### config.mk
export PLATFORM = sky130hd
export DESIGN_NAME = filter_fir
export DESIGN_NICKNAME = d
export VERILOG_FILES = /design/src/rtl/filter_fir_pkg.sv /design/src/rtl/filter_fir_tap_mac.sv /design/src/rtl/filter_fir.sv
export SDC_FILE = /design/constraint.sdc
export NUM_CORES = 1
export LEC_CHECK = 0
export BUFFER_PORTS_ARGS = -buffer_cell sky130_fd_sc_hd__buf_2
export CORE_ASPECT_RATIO = 1.25
export CORE_MARGIN = 4
export CORE_UTILIZATION = 54
export CTS_BUF_LIST = sky130_fd_sc_hd__clkbuf_8 sky130_fd_sc_hd__clkbuf_16
export DETAILED_ROUTE_END_ITERATION = 6
export PLACE_DENSITY = 0.7
export SLEW_MARGIN = 20
export SYNTH_ARGS = -nofsm -noshare
export SYNTH_HDL_FRONTEND = slang
export SYNTH_SLANG_ARGS = --single-unit
### constraint.sdc
create_clock -name clk -period 5.4 [get_ports clk]
set_input_delay 1.62 -clock clk [delete_from_list [all_inputs] [get_ports clk]]
set_output_delay 1.62 -clock clk [all_outputs]
set_load 0.05 [all_outputs]
### src/rtl/filter_fir_pkg.sv
// Shared constants and helpers for the 5-tap FIR low-pass filter.
// Latency: n/a (package only).
// Backpressure: n/a (package only).
package filter_fir_pkg;

    localparam int unsigned DATA_W = 8;
    localparam int unsigned OUT_W  = 10;
    localparam int unsigned NTAPS  = 5;

    // Default low-pass kernel 1-2-2-2-1 (gain 8, halved by the default SHIFT).
    localparam int unsigned DEF_C0 = 1;
    localparam int unsigned DEF_C1 = 2;
    localparam int unsigned DEF_C2 = 2;
    localparam int unsigned DEF_C3 = 2;
    localparam int unsigned DEF_C4 = 1;

    localparam logic [OUT_W-1:0] OUT_MAX = 10'd1023;

    // Full-precision accumulator width: sample x coefficient product plus
    // three guard bits, enough for the sum of five maximum-size products.
    function automatic int unsigned acc_width(input int unsigned coef_w);
        return DATA_W + coef_w + 3;
    endfunction

endpackage

### src/rtl/filter_fir_tap_mac.sv
// One FIR tap: sample x coefficient product added onto an incoming partial sum.
// Latency: combinational, zero cycles.
// Backpressure: none; evaluated every clock.
// Ports: sample (8b data), coef (COEF_W), acc_in / acc_out (ACC_W partial sums).
module fir_tap_mac
    import filter_fir_pkg::*;
#(
    parameter int unsigned COEF_W = 4,
    parameter int unsigned ACC_W  = 15
) (
    input  logic [DATA_W-1:0] sample,
    input  logic [COEF_W-1:0] coef,
    input  logic [ACC_W-1:0]  acc_in,
    output logic [ACC_W-1:0]  acc_out
);

    localparam int unsigned PROD_W = DATA_W + COEF_W;

    logic [PROD_W-1:0] prod;

    // Zero-extend both operands to the product width so the multiply is
    // evaluated at full precision.
    assign prod    = {{COEF_W{1'b0}}, sample} * {{DATA_W{1'b0}}, coef};
    assign acc_out = acc_in + ACC_W'(prod);

endmodule

### src/rtl/filter_fir.sv
// Unsigned 5-tap direct-form FIR low-pass, one 8-bit sample in, one 10-bit sample out per clock.
// Latency: one register stage (dataout after edge k uses x at k..k-4).
// Backpressure: none; every clock is a sample, no handshake.
// Ports: clk (rising edge), rst (sync active-low), x (8b sample), dataout (10b registered).
// Build option: FILTERFIR_SAT_EN defined -> clamp to 1023; undefined -> wrap to 10 bits.
module filter_fir
    import filter_fir_pkg::*;
#(
    parameter int unsigned COEF_W = 4,
    parameter int unsigned C0     = DEF_C0,
    parameter int unsigned C1     = DEF_C1,
    parameter int unsigned C2     = DEF_C2,
    parameter int unsigned C3     = DEF_C3,
    parameter int unsigned C4     = DEF_C4,
    parameter int unsigned SHIFT  = 1
) (
    input  logic              clk,
    input  logic              rst,
    input  logic [DATA_W-1:0] x,
    output logic [OUT_W-1:0]  dataout
);

    localparam int unsigned ACC_W = acc_width(COEF_W);

    logic [DATA_W-1:0] d1, d2, d3, d4;
    logic [ACC_W-1:0]  p0, p01, p4, p43, p432;
    logic [ACC_W-1:0]  acc, scaled;
    logic [OUT_W-1:0]  conv;

    // Taps are split into two short chains joined by one final adder, so the
    // late-arriving x only sees two adds plus the join instead of five.
    fir_tap_mac #(.COEF_W(COEF_W), .ACC_W(ACC_W)) u_tap0 (
        .sample(x),  .coef(COEF_W'(C0)), .acc_in('0),  .acc_out(p0)
    );
    fir_tap_mac #(.COEF_W(COEF_W), .ACC_W(ACC_W)) u_tap1 (
        .sample(d1), .coef(COEF_W'(C1)), .acc_in(p0),  .acc_out(p01)
    );
    fir_tap_mac #(.COEF_W(COEF_W), .ACC_W(ACC_W)) u_tap4 (
        .sample(d4), .coef(COEF_W'(C4)), .acc_in('0),  .acc_out(p4)
    );
    fir_tap_mac #(.COEF_W(COEF_W), .ACC_W(ACC_W)) u_tap3 (
        .sample(d3), .coef(COEF_W'(C3)), .acc_in(p4),  .acc_out(p43)
    );
    fir_tap_mac #(.COEF_W(COEF_W), .ACC_W(ACC_W)) u_tap2 (
        .sample(d2), .coef(COEF_W'(C2)), .acc_in(p43), .acc_out(p432)
    );

    // ACC_W carries enough guard bits that this sum cannot overflow.
    assign acc    = p01 + p432;
    assign scaled = acc >> SHIFT;

    always_comb begin
        conv = scaled[OUT_W-1:0];
`ifdef FILTERFIR_SAT_EN
        if (scaled > ACC_W'(OUT_MAX)) begin
            conv = OUT_MAX;
        end
`endif
    end

    always_ff @(posedge clk) begin
        if (!rst) begin
            d1      <= '0;
            d2      <= '0;
            d3      <= '0;
            d4      <= '0;
            dataout <= '0;
        end else begin
            d1      <= x;
            d2      <= d1;
            d3      <= d2;
            d4      <= d3;
            dataout <= conv;
        end
    end

endmodule

==> summary.md <==
| Metric | Value |
|---|---|
| Final setup fails | 0 |
| DRT Pass-1 Iters | 5 |
| Worst IR Drop VDD | slightly above 0.0002 V |
| Async SR Flop Fraction | 0 |
| Hold-fix buffers, CTS | 0 |
| Post-CTS setup buffers | 0 |
| Worst-Margin Slew | about 0.65 ns |
| Pwr/cell area | 321 mW/mm^2 |
| TritonCTS Buffers | 5 |
| Antenna violations before repair | 0 |
| Main synth FF type | dfxtp_1 |
| F_max | between 200 and 250 MHz |
| Global-route wire length before repair | between 6 and 7 mm |
| Slew HR | 0.569 |
| Final ANT Viol Nets | 0 |
| Leakage | 1.14 nW |
| Setup TNS | 0 ns |
| Min Hold Slack | between 0.4 and 0.5 ns |
| Total clock sinks | 42 |
| Mapped Area | about 0.0022 mm^2 |
| Nets@finish | 288 |
| Wire length per cell | around 13 um |
| Post-synth EDFFs | 0 |
| Seq/Total Area, Yosys | 0.381 |
| Diodes inserted | 0 |
| Status | completed |
| Minimum clock period | between 4 and 5 ns |
| Most common cell after layout, fill and taps aside | dfxtp_1 |
| DR iter-0 viols | between 40 and 50 |
| RSZ-0062 raised after global routing | no |
| Dpl hpwl | roughly 2.9 mm |
| Port-buffer cells | 19 |
| Layout cells sized above 1 | 0.114 |
| Worst-path clk slew | 0.07 ns |
| Setup ws final | 0.940 ns |
| Post-route cell area | ~0.0024 mm^2 |
| PostCTS Resize Cnt | 0 |
| Pre-CTS WS | ~0.70 ns |
| Flops & latches, synth | 42 |
| Endpoint class of the critical path | flip-flop |
| Row count | 25 |
| CP Max Fanout | 5 |
| Post-synth top area share | 0.381 |
| Ys Warns | 0 |
| Routed wire length | roughly 3.8 mm |
| Via count | around 1500 |
| Clock root buffer | clkbuf_8 |
| Clock Latency Late Sink | about 0.29 ns |
| Final hold vios | 0 |
| Final slew viol count | 0 |
| Data arrival time of the worst path | 4.70 ns |
| Syn Nets | about 270 |
| Min-Delay Path Class | flip-flop to flip-flop |
| Gpl congestion | 0.792 |
| Critical path class | primary input to flip-flop |
| Cell taking the most area after synthesis | dfxtp_1 |
| Synth area leaders | dfxtp_1, fa_1, ha_1 |
| Period utilization | 0.826 |
| DRC | 0 |
| CTS tree | yes |
| Post-synth cell types | 36 |
| Total GRT Usage | 0.168 |
| Gr ovfl total | 0 |
| Worst EP required | roughly 5.6 ns |
| Placed Area | roughly 0.0024 mm^2 |
| I/O pin count | 20 |
| Max-cap violations | 0 |
| Die width | 65.2 um |
| Largest net degree at the start of global routing | 31 |
| Die H | roughly 80 um |
| # H-tree levels | 2 |
| Die ar. | between 0.005 and 0.006 mm^2 |
| Synth Instances | between 200 and 250 |
| Vias in the first global route | around 1500 |
| Most frequent cells in the layout | dfxtp_1, inv_1, and2_1 |
| Drt via density | 5.12 |
| Initial cell density of the core | 0.569 |
| P&R area growth vs syn | 10.7% |
| Startpoint Class | primary input |
| Core footprint | 0.00388 mm^2 |
| Setup Skew | ~0.0015 ns |
| Maximum buffer depth of the clock tree | 2 |
| Syn avg cell area | approximately 9.9 um^2 |
-- critical path, stage by stage --
cell and delay [ns]:
buf_2 0.11, ha_1 0.30, a211oi_1 0.38, o21ai_0 0.15, o211ai_1 0.12, xnor2_1 0.17, fa_1 0.44, ha_1 0.31
ha_1 0.34, inv_1 0.11, or3_1 0.38, mux2i_1 0.16, a311o_1 0.12
-- layout make-up --
cell class / count / area (um^2)
Clock buffer: 6 / 82.6
Clock inverter: 2 / 8.76
Fill cell: 363 / 1440
Inverter: 37 / 139
Multi-Input combinational cell: 139 / 1210
Sequential cell: 42 / 841
Tap cell: 54 / 67.6
Timing Repair Buffer: 19 / 95.1
-- registers in the layout (all words and copies together), names as in the netlist --
name / count
dataout: 10
d1: 8
d2: 8
d3: 8
d4: 8
-- through the flow --
step                      instances  total power (W)   util
final                           299         0.000783  0.630
after global routing            299         0.000833  0.630
after CTS                       299         0.000793  0.630
after detailed placement        291         0.000592  0.606
after global placement          291         0.000587  0.606
after floorplan                 223         0.000541      -
-- power by group --
group / switching (W) / internal [W] / total, W
Combinational: 0.000159 / 0.0000833 / 0.000242
Clock: 0.0000991 / 0.000101 / 0.000200
Sequential: 0.00000668 / 0.000334 / 0.000341
-- metal layers --
metal	wire [um]	up-vias	track usage
met5	0	-	0
met4	74	0	0.0747
met3	121	9	0.0380
met2	2060	21	0.305
met1	1500	732	0.183
li1	-	769	-
-- logic make-up (layout without fill, tap and decap cells) --
kind of cell | count (synthesis) | count (layout) | synth area share
muxes | 2 | 2 | 0.00907
and+or+nand+nor | 60 | 60 | 0.145
AOI/OAI and AO/OA | 38 | 38 | 0.124
xor gates and xnor gates | 5 | 5 | 0.0198
DFF | 42 | 42 | 0.381
buffers and inverters | 42 | 64 | 0.0714
adders and majority gates | 34 | 34 | 0.251
-- Yosys cell counts (3+ instances only) --
cell type	count
nor2_1	17
o211ai_1	3
nor3_1	5
a21o_1	3
o21a_1	3
xor2_1	3
dfxtp_1	42
and2_1	22
nand3_1	3
a21oi_1	5
nor4_1	3
a211oi_1	6
ha_1	17
or3_1	3
o21ai_0	7
inv_1	37
clkbuf_1	4
fa_1	17
-- path summary, 6_finish.rpt --
| kind | startpoint | endpoint | slack (ns) | depth (start not counted) |
|---|---|---|---|---|
| worst min register to register | d1[5] | d2[5] | 0.47 | 1 |
| worst max register to register | d1[1] | dataout[7] | 2.07 | 12 |
| worst min-delay path | d1[5] | d2[5] | 0.47 | 1 |
| worst max-delay path | x[2] | dataout[7] | 0.94 | 13 |
No activity file was read; power rests on OpenSTA's default activity.
